<file path="src/rtl/fetch_pc_gen.sv">
// Fetch-stage PC generator: one outstanding I-cache request, same-cycle branch
// prediction query on the response, and a small fetch queue feeding decode.
module fetch_pc_gen #(
    parameter int FQ_DEPTH  = 4,
    parameter int OBQ_IDX_W = 5
) (
    input  logic                 clock,
    input  logic                 reset,
    input  logic                 enable,
    output logic                 mem_req_valid,
    output logic [31:0]          mem_req_pc,
    input  logic                 mem_rsp_valid,
    input  logic [31:0]          mem_rsp_inst,
    input  logic                 mem_rsp_is_branch,
    output logic                 bp_if_branch,
    output logic [31:0]          bp_if_pc,
    input  logic                 bp_next_pc_valid,
    input  logic [31:0]          bp_next_pc,
    input  logic [OBQ_IDX_W-1:0] bp_next_pc_index,
    input  logic                 rt_redirect,
    input  logic [31:0]          rt_redirect_pc,
    output logic                 fq_valid,
    output logic [31:0]          fq_pc,
    output logic [31:0]          fq_inst,
    output logic [31:0]          fq_npc,
    output logic                 fq_pred_taken,
    output logic [OBQ_IDX_W-1:0] fq_obq_idx,
    input  logic                 id_ready
);

    localparam int PTR_W = (FQ_DEPTH > 1) ? $clog2(FQ_DEPTH) : 1;
    localparam int CNT_W = PTR_W + 1;

    typedef enum logic [1:0] {
        S_FETCH = 2'd0,
        S_WAIT  = 2'd1,
        S_FULL  = 2'd2,
        S_DROP  = 2'd3
    } state_t;

    state_t                 r_state;
    state_t                 w_state_nxt;
    logic [31:0]            r_pc;
    logic [PTR_W-1:0]       r_head;
    logic [PTR_W-1:0]       r_tail;
    logic [CNT_W-1:0]       r_count;
    logic [CNT_W-1:0]       w_count_nxt;

    logic [31:0]            r_fq_pc    [FQ_DEPTH];
    logic [31:0]            r_fq_inst  [FQ_DEPTH];
    logic [31:0]            r_fq_npc   [FQ_DEPTH];
    logic                   r_fq_taken [FQ_DEPTH];
    logic [OBQ_IDX_W-1:0]   r_fq_idx   [FQ_DEPTH];

    logic                   w_full;
    logic                   w_empty;
    logic                   w_issue;
    logic                   w_push;
    logic                   w_pop;
    logic                   w_bp_query;
    logic                   w_taken;
    logic [31:0]            w_npc;
    logic [OBQ_IDX_W-1:0]   w_idx;

    assign w_full      = (r_count == CNT_W'(FQ_DEPTH));
    assign w_empty     = (r_count == {CNT_W{1'b0}});
    assign w_issue     = (r_state == S_FETCH) && enable && !w_full && !rt_redirect;
    // A redirect kills both the response being captured and any pop by decode.
    assign w_push      = (r_state == S_WAIT) && mem_rsp_valid && !rt_redirect;
    assign w_pop       = !w_empty && id_ready && !rt_redirect;
    assign w_bp_query  = w_push && mem_rsp_is_branch;
    assign w_taken     = w_bp_query && bp_next_pc_valid;
    assign w_npc       = w_taken ? bp_next_pc : (r_pc + 32'd4);
    assign w_idx       = w_bp_query ? bp_next_pc_index : {OBQ_IDX_W{1'b0}};
    assign w_count_nxt = r_count + CNT_W'(w_push) - CNT_W'(w_pop);

    // FSM state register
    always_ff @(posedge clock or posedge reset) begin
        if (reset) begin
            r_state <= S_FETCH;
        end else begin
            r_state <= w_state_nxt;
        end
    end

    // FSM next-state logic; redirect overrides every state
    always_comb begin
        w_state_nxt = r_state;
        if (rt_redirect) begin
            if (((r_state == S_WAIT) || (r_state == S_DROP)) && !mem_rsp_valid) begin
                w_state_nxt = S_DROP;
            end else begin
                w_state_nxt = S_FETCH;
            end
        end else begin
            case (r_state)
                S_FETCH: begin
                    if (w_issue) begin
                        w_state_nxt = S_WAIT;
                    end else begin
                        w_state_nxt = S_FETCH;
                    end
                end
                S_WAIT: begin
                    if (!mem_rsp_valid) begin
                        w_state_nxt = S_WAIT;
                    end else if (w_count_nxt == CNT_W'(FQ_DEPTH)) begin
                        w_state_nxt = S_FULL;
                    end else begin
                        w_state_nxt = S_FETCH;
                    end
                end
                S_FULL: begin
                    if (w_pop) begin
                        w_state_nxt = S_FETCH;
                    end else begin
                        w_state_nxt = S_FULL;
                    end
                end
                S_DROP: begin
                    if (mem_rsp_valid) begin
                        w_state_nxt = S_FETCH;
                    end else begin
                        w_state_nxt = S_DROP;
                    end
                end
                default: begin
                    w_state_nxt = S_FETCH;
                end
            endcase
        end
    end

    // FSM outputs and queue head; everything reads zero while reset is held
    always_comb begin
        mem_req_valid = 1'b0;
        mem_req_pc    = 32'd0;
        bp_if_branch  = 1'b0;
        bp_if_pc      = 32'd0;
        fq_valid      = 1'b0;
        fq_pc         = 32'd0;
        fq_inst       = 32'd0;
        fq_npc        = 32'd0;
        fq_pred_taken = 1'b0;
        fq_obq_idx    = {OBQ_IDX_W{1'b0}};
        if (!reset) begin
            mem_req_valid = w_issue;
            mem_req_pc    = r_pc;
            bp_if_branch  = w_bp_query;
            bp_if_pc      = r_pc;
            fq_valid      = !w_empty;
            fq_pc         = r_fq_pc[r_head];
            fq_inst       = r_fq_inst[r_head];
            fq_npc        = r_fq_npc[r_head];
            fq_pred_taken = r_fq_taken[r_head];
            fq_obq_idx    = r_fq_idx[r_head];
        end else begin
            mem_req_valid = 1'b0;
            bp_if_branch  = 1'b0;
        end
    end

    // PC and queue pointers
    always_ff @(posedge clock or posedge reset) begin
        if (reset) begin
            r_pc    <= 32'd0;
            r_head  <= {PTR_W{1'b0}};
            r_tail  <= {PTR_W{1'b0}};
            r_count <= {CNT_W{1'b0}};
        end else if (rt_redirect) begin
            r_pc    <= rt_redirect_pc;
            r_head  <= {PTR_W{1'b0}};
            r_tail  <= {PTR_W{1'b0}};
            r_count <= {CNT_W{1'b0}};
        end else begin
            if (w_push) begin
                r_pc   <= w_npc;
                r_tail <= r_tail + PTR_W'(1);
            end else begin
                r_pc   <= r_pc;
                r_tail <= r_tail;
            end
            if (w_pop) begin
                r_head <= r_head + PTR_W'(1);
            end else begin
                r_head <= r_head;
            end
            r_count <= w_count_nxt;
        end
    end

    // Queue storage, written at the tail on each accepted response
    always_ff @(posedge clock or posedge reset) begin
        if (reset) begin
            for (int i = 0; i < FQ_DEPTH; i++) begin
                r_fq_pc[i]    <= 32'd0;
                r_fq_inst[i]  <= 32'd0;
                r_fq_npc[i]   <= 32'd0;
                r_fq_taken[i] <= 1'b0;
                r_fq_idx[i]   <= {OBQ_IDX_W{1'b0}};
            end
        end else if (w_push) begin
            r_fq_pc[r_tail]    <= r_pc;
            r_fq_inst[r_tail]  <= mem_rsp_inst;
            r_fq_npc[r_tail]   <= w_npc;
            r_fq_taken[r_tail] <= w_taken;
            r_fq_idx[r_tail]   <= w_idx;
        end else begin
            r_fq_pc[r_tail]    <= r_fq_pc[r_tail];
            r_fq_inst[r_tail]  <= r_fq_inst[r_tail];
            r_fq_npc[r_tail]   <= r_fq_npc[r_tail];
            r_fq_taken[r_tail] <= r_fq_taken[r_tail];
            r_fq_idx[r_tail]   <= r_fq_idx[r_tail];
        end
    end

endmodule

</file>
<file path="config.mk">
export PLATFORM = sky130hd
export DESIGN_NAME = fetch_pc_gen
export DESIGN_NICKNAME = d
export VERILOG_FILES = /design/src/rtl/fetch_pc_gen.sv
export SDC_FILE = /design/constraint.sdc
export NUM_CORES = 1
export LEC_CHECK = 0
export BUFFER_PORTS_ARGS = -buffer_cell sky130_fd_sc_hd__buf_2
export CORE_MARGIN = 3
export CORE_UTILIZATION = 31
export CTS_BUF_LIST = sky130_fd_sc_hd__clkbuf_4 sky130_fd_sc_hd__clkbuf_8
export DETAILED_ROUTE_END_ITERATION = 10
export PLACE_DENSITY_LB_ADDON = 0.12
export SYNTH_ARGS = -nofsm -noshare
export SYNTH_HDL_FRONTEND = slang
export SYNTH_SLANG_ARGS = --single-unit
</file>
<file path="constraint.sdc">
create_clock -name clock -period 27 [get_ports clock]
set_clock_uncertainty 0.05 [all_clocks]
set_input_delay 5.4 -clock clock [delete_from_list [all_inputs] [get_ports clock]]
set_output_delay 5.4 -clock clock [all_outputs]
set_load 0.005 [all_outputs]
</file>
==> results of run 1 <==
[registers in the layout, summed over array words and instances, names as in the netlist]
signal	count
r_fq_inst	128
r_fq_npc	128
r_fq_pc	128
r_pc	32
r_fq_idx	20
r_fq_taken	4
r_count	3
r_head	2
r_state	2
r_tail	2
[cell families (layout without fill, tap and decap cells)]
logic type | Yosys count | count (layout) | share of synthesized area
simple gates | 738 | 738 | 0.1353
compound gates | 522 | 522 | 0.1192
flops | 449 | 449 | 0.4642
mux | 284 | 284 | 0.2236
buf+inv | 235 | 475 | 0.04342
xor+xnor | 27 | 27 | 0.009771
fa+ha+maj | 8 | 8 | 0.004446
other cells | 0 | 1 | 0
[power breakdown]
part           leakage, nW  total (mW)  internal, mW  switching [mW]
clock                 1.06       0.777         0.465           0.312
combinational         5.63       0.974         0.477           0.497
sequential            4.48        1.07         0.884           0.185
total                 11.2        2.82          1.83           0.994
[area by class of cell]
type                            instances  area share
Timing Repair Buffer                  304     0.05809
Tap cell                             1030     0.04567
Inverter                               13    0.002173
Multi-Input combinational cell       1579      0.4245
Clock buffer                          138     0.06154
Clock inverter                         20    0.009223
Antenna cell                            1  0.00008868
Sequential cell                       449      0.3987
[layer usage]
metal  up-vias  wire length, um  track usage
met3       134             4918      0.04478
li1       8457                -            -
met1      9422            33740       0.2516
met5         -               27            0
met2       559            38540       0.3183
met4         4             2425      0.07088
[synthesized netlist by cell type (12+ instances only)]
cell type	count
o211ai_1	14
nor2b_1	30
xnor2_1	13
a21oi_1	366
dfrtp_1	449
nor2_1	465
buf_2	30
buf_4	35
and2_1	103
o21ai_0	25
xor2_1	14
mux2i_1	67
nand2_1	85
mux4_2	204
a31oi_1	69
mux2_2	13
buf_1	12
clkbuf_1	145
[worst max path at each step]
stage,startpoint,end,cells after the start
floorplan,reset,fq_pc[22],3
global placement,reset,fq_inst[10],7
detailed placement,reset,fq_npc[27],7
CTS,reset,fq_npc[27],7
global route,reset,fq_inst[8],7
finish,reset,fq_npc[27],7
[layout by cell type (no fill, tap or decap), types with 4 or more instances in the layout]
| cell type | n |
|---|---|
| buf_4 | 23 |
| a21oi_1 | 366 |
| dfrtp_1 | 445 |
| nor2b_1 | 30 |
| buf_12 | 4 |
| a211oi_1 | 10 |
| and3_1 | 9 |
| a31oi_1 | 69 |
| a211oi_2 | 4 |
| buf_2 | 277 |
| inv_1 | 10 |
| bufinv_16 | 6 |
| ha_4 | 4 |
| mux2i_1 | 67 |
| xor2_1 | 14 |
| nand3_1 | 7 |
| dfrtp_4 | 4 |
| xnor2_1 | 13 |
| o21ai_0 | 25 |
| o211ai_1 | 14 |
| o21a_1 | 4 |
| nor3_1 | 11 |
| nand2_1 | 85 |
| o21ai_2 | 5 |
| o22ai_1 | 5 |
| and2_1 | 103 |
| nor2_1 | 464 |
| nand4_1 | 6 |
| mux2_2 | 13 |
| clkbuf_8 | 112 |
| clkbuf_4 | 26 |
| clkinv_2 | 11 |
| mux4_2 | 204 |
[through the flow]
step	cells	total power, mW
floorplan	2263	1.732
global placement	3375	2.038
detailed placement	3375	2.067
CTS	3533	2.862
global route	3534	3.014
finish	3534	2.820
==> out/qor.yml, run 1 <==
status:
  status: "completed"
global_route:
  gr-total-overflow: 0
  grt_max_degree: 167
  grt_pass1_wl_um: 121200
  grt_pass1_vias: 19290
  grt_use_total: 0.1941
  antenna_found_initial: 4
drt:
  dr.pass1.iters: 5
  drt-total-wl_um: 79660
  antenna_left: 0
  vias: 18580
  drt-initial-drc-count: 1246
  drc: 0
  wire_per_inst_um: 22.54
  viasPerCell: 5.256
cts:
  cts_buffers: 85
  cts_setup_buffers: 0
  cts_tree: "built"
  clk_latency_ns: 0.66
  htreeDepth: 3
  clk_transition_reported_paths_ns: 0.06
  cts_num_sinks: 449
  cts_root_buffer: "clkbuf_8"
  cts_resized: 0
  cts_max_path_buffers: 3
  postCtsHoldBufs: 0
placement:
  port-buffer-count: 277
  gp_congestion: 0.7813
  post-dp-hpwl_um: 48720
  dpl_worst_slack_ns: 13.06
  place_area_sq_um: 26220
critical_path:
  crit_fanout: 103
  crit_chain: "buf_2, buf_4, inv_8, buf_4, buf_4, and2_1, buf_2"
  r2r-end: "r_state[1]$_DFF_PP0_"
  required_ns: 21.55
  critPathKind: "in2out"
  cp-end-kind: "primary output"
  crit_arrival_ns: 8.33
  slowest_delay_ns: 0.76
  r2r_cells: 13
  crit_path_frequent_cell: "buf_4"
  crit_buf_inv: 6
  r2r-start: "r_state[0]$_DFF_PP0_"
  critPathSlowestCell: "buf_4"
  critPathTopFamily: "buffers and inverters"
  r2r_setup_slack_ns: 22.79
  startpoint_type: "input port"
sta:
  setup_violations: 0
  hold_violations: 0
  fin_crit_sh: 0.5102
  hold_slack_ns: 0.4785
  setup_tns_ns: 0
  min_period_ns: 13.78
  rsz0062_at_grt: "false"
  tightest_slew_ns: 1.094
  fmax_ghz: 0.07259
  final_max_slew_viol_count: 0
  slew-limit-headroom: 0.2703
  worst_slack_ns: 13.22
worst_hold_path:
  min_from: "r_fq_npc[97]$_DFFE_PP0P_"
  min_delay_path_depth: 1
  hold_path.class: "reg2reg"
  hold_end: "r_fq_npc[97]$_DFFE_PP0P_"
floorplanning:
  design.portCount: 278
  coreArea_sq_um: 76580
  die_h_um: 285.4
  die_area_sq_um: 81460
  start_util: 0.3160
  floorplan.rows: 101
  die_w_um: 285.4
synth:
  synthTopCellsByArea: "dfrtp_1, mux4_2, a21oi_1"
  yosys.area.top_type: "dfrtp_1"
  synth_nets: 2380
  synth_top_cell_area_share: 0.4642
  synth_edf_count: 0
  synth-main-ff-cell: "dfrtp_1"
  synth_warnings: 0
  yosysSeqAreaShare: 0.4642
  synthArstFlopShare: 1.000
  avgSynthCellArea_sq_um: 10.70
  ys_seq_elements: 449
  synthCells: 2263
  synth.distinct_cells: 59
  netlist_area_sq_um: 24200
layout:
  post-route-util: 0.3685
  seqCellArea_sq_um: 11250
  nets: 2549
  fillers: 7695
  syn_to_final_growth_pct: 16.59
  fin_area_sq_um: 28220
  drive_above_1_share: 0.2837
  multi_input_area_sq_um: 11980
pwr:
  peakVddDrop_mv: 0.04045
  power_density_nw_per_um2: 99.92
  p_leak_nw: 11.17
run:
  maxCapViolations: 0
Power figures use the tool's default switching activity.
==> inputs of run 2 (changes only) <==
Settings changed: ABC_AREA from default to 1.
Clock period 27 ns to 11.5 ns, I/O delays scaled along.
==> run 2 against run 1 <==
Compared with the run above: critical path type is now reg2out; total power rose to 2.5 times the previous value; largest power group is now combinational cells; clock power increased by 120%; critical endpoint is now fq_obq_idx[3]; register-to-register slack got worse by 16 ns; synthesized area is 8.6% higher; routed wire length grew 33%; utilization down 1.1 points; cell count rose by 41%; highest routed layer is now met4; die area grew 8.4%; setup slack got worse by 8.3 ns; first-iteration DRC count up 68%.
==> out/qor.yml, run 2 <==
layout:
  post-route-util: 0.3570  # -0.01146
  drive_above_1_share: 0.1415  # -0.1422
  fillers: 9205  # +20%
  syn_to_final_growth_pct: 13.90
  layout_commonest_cell: "nand2_1"
  final_cell_mix: "nand2_1, o21ai_0, dfrtp_1"
  reg.largest.list: "r_fq_inst x128, r_fq_npc x128, r_fq_pc x128"
  fin_area_sq_um: 29930  # +6.0%
  nets: 3896  # +53%
  multi_input_area_sq_um: 12540  # +4.7%
  seqCellArea_sq_um: 11250  # about the same
cts:
  cts_tree: "built"
  clk_transition_reported_paths_ns: 0.06  # about the same
  postCtsHoldBufs: 0  # unchanged
  htreeDepth: 3  # unchanged
  cts_num_sinks: 449  # unchanged
  cts_root_buffer: "clkbuf_8"
  cts_setup_buffers: 0  # unchanged
  cts_max_path_buffers: 3  # unchanged
  clk_latency_ns: 0.69  # +0.03 ns
  cts_resized: 0  # unchanged
  cts_buffers: 90  # +5.9%
pwr:
  p_int_mw: 4.117  # +130%
  power_density_nw_per_um2: 239.8  # +140%
  p_total_mw: 7.175  # +150%
  p_sw_mw: 3.058  # +210%
  comb_power_share: 0.390  # +0.045
  pwr-share-clk: 0.238  # -0.038
  peakVddDrop_mv: 0.08895  # +120%
  swShare: 0.4262  # +0.07350
  p_leak_nw: 13.74  # +23%
  power_frac_seq: 0.371  # -0.008
floorplanning:
  start_util: 0.3134  # -0.002607
  design.portCount: 278  # unchanged
  floorplan.rows: 106  # +5.0%
  die_w_um: 297.1  # +4.1%
  coreArea_sq_um: 83820  # +9.5%
  die_area_sq_um: 88280  # +8.4%
  die_h_um: 297.1  # +4.1%
drt:
  viasPerCell: 5.205  # -0.98%
  drt-initial-drc-count: 2090  # +68%
  antenna_left: 0  # unchanged
  vias: 25880  # +39%
  dr.pass1.iters: 6  # +1
  drc: 0  # unchanged
  drt-total-wl_um: 105700  # +33%
  wire_per_inst_um: 21.25  # -5.7%
synth:
  synthArstFlopShare: 1.000  # unchanged
  muxShareOfSynthArea: 0  # -0.2236
  avgSynthCellArea_sq_um: 7.141  # -33%
  synth-main-ff-cell: "dfrtp_1"
  netlist_area_sq_um: 26270  # +8.6%
  synth_simple_gate_area_share: 0.2461  # +0.1108
  synth_nets: 3796  # +59%
  synthTopCellsByArea: "dfrtp_1, nand2_1, o21ai_0"
  synth_xor_area_frac: 0.002667  # -0.007104
  synthCells: 3679  # +63%
  synth_compound_area_frac: 0.2223  # +0.1031
  synthAdderAreaFrac: 0.004096  # -0.0003502
  yosys.area.top_type: "dfrtp_1"
  ys_seq_elements: 449  # unchanged
  yosysSeqAreaShare: 0.4277  # -0.03657
  synth_top_cell_area_share: 0.4277  # -0.03657
  synth_top_family_by_area: "simple AND/OR/NAND/NOR gates"
  yosysMostFrequentCell: "nand2_1"
  synthTopCellsByCount: "nand2_1, o21ai_0, dfrtp_1"
  synth_warnings: 0  # unchanged
  synth_edf_count: 0  # unchanged
  synth.distinct_cells: 37  # -37%
sta:
  min_period_ns: 6.624
  tightest_slew_ns: 1.056  # -0.03805 ns
  fmax_ghz: 0.1510
  setup_violations: 0  # unchanged
  setup_tns_ns: 0  # unchanged
  slew-limit-headroom: 0.2957  # +0.02537
  fin_crit_sh: 0.5760
  hold_violations: 0  # unchanged
  final_max_slew_viol_count: 0  # unchanged
  worst_slack_ns: 4.876  # -8.348 ns
  rsz0062_at_grt: "false"
critical_path:
  crit_chain: "clkinv_2, buf_4, o21ai_0, a21oi_1, buf_2"
  critPathKind: "reg2out"
  crit_arrival_ns: 4.27  # -4.06 ns
  crit_buf_inv: 3  # -3
  critPathSlowestCell: "clkinv_2"
  startpoint_type: "flip-flop"
  crit_fanout: 55  # -47%
  slowest_delay_ns: 0.89  # +0.13 ns
  cp-end-kind: "primary output"
  required_ns: 9.15  # -12.40 ns
  critPathTopFamily: "buffers and inverters"
global_route:
  grt_max_degree: 189  # +13%
  grt_pass1_vias: 25020  # +30%
  grt_use_total: 0.2331  # +0.03896
  grt_pass1_wl_um: 159900  # +32%
  gr-total-overflow: 0  # unchanged
  antenna_found_initial: 1  # -3
placement:
  dpl_worst_slack_ns: 5.087  # -7.972 ns
  place_area_sq_um: 28110  # +7.2%
  port-buffer-count: 277  # unchanged
  gp_congestion: 0.8532  # +9.2%
  post-dp-hpwl_um: 65580  # +35%
run:
  maxCapViolations: 0  # unchanged
worst_hold_path:
  hold_path.class: "reg2reg"
status:
  status: "completed"
-- run 2: changes by cell type after synthesis, moves of 118 or more --
cell and change:
inv_1 +300, mux4_2 -204, nand2_1 +753, nand3_1 +427, nor2_1 -308, o211ai_1 +118
o21ai_0 +511
-- run 2: metal layers --
metal / wire (um) / up-vias / track usage
li1: - / 12500 / -
met1: 47680 / 12420 / 0.3208
met2: 49060 / 784 / 0.3792
met3: 5358 / 181 / 0.03043
met4: 3575 / 0 / 0.07671
met5: 0 / - / 0
-- run 2: layout make-up --
type                       count  share of cell area
inverter                     314             0.03989
antenna                        1          0.00008362
multi-input combinational   2609              0.4192
clock inverter                 9            0.002091
timing repair buffer         315             0.05690
sequential                   449              0.3758
tap                         1134             0.04741
clock buffer                 142             0.05862
-- run 2: path summary, 6_finish.rpt --
| kind | startpoint | endpoint | slack, ns | cells after the start |
|---|---|---|---|---|
| max reg2reg | r_tail[1]$_DFFE_PP0P_ | r_fq_npc[94]$_DFFE_PP0P_ | 7.13 | 10 |
| max in group asynchronous | reset | r_fq_pc[38]$_DFFE_PP0P_ | 6.60 | 5 |
| max | r_head[0]$_DFFE_PP0P_ | fq_obq_idx[3] | 4.88 | 5 |
| min in group asynchronous | reset | r_fq_inst[25]$_DFFE_PP0P_ | 2.70 | 3 |
| min reg2reg | r_fq_npc[9]$_DFFE_PP0P_ | r_fq_npc[9]$_DFFE_PP0P_ | 0.43 | 2 |
| min | r_fq_npc[9]$_DFFE_PP0P_ | r_fq_npc[9]$_DFFE_PP0P_ | 0.43 | 2 |
-- run 2: logic make-up (layout without fill, tap and decap cells) --
kind of cell	after synthesis	in the layout
other cells	0	1
compound gates	1093	1093
buf+inv	621	780
simple gates	1500	1500
xor+xnor	8	8
fa+ha+maj	8	8
flops	449	449
-- run 2: worst min-delay path: stages (launching register included) --
cell	delay [ns]
dfrtp_1	0.34
nand2_1	0.05
nand2_1	0.05
-- run 2: power by group through the flow --
stage | Clock (mW) | Sequential [mW] | Combinational [mW]
global route | 1.83 | 2.75 | 3.20
detailed placement | 0 | 2.68 | 2.82
global placement | 0 | 2.68 | 2.83
CTS | 1.76 | 2.66 | 2.83
finish | 1.71 | 2.66 | 2.80
floorplan | 0 | 2.55 | 1.96
-- run 2: stage by stage --
stage | instances | hold slack, ns
floorplan | 3679 | 0.3989
global placement | 4821 | 0.4136
detailed placement | 4821 | 0.4164
CTS | 4972 | 0.4330
global route | 4973 | 0.4490
finish | 4973 | 0.4307
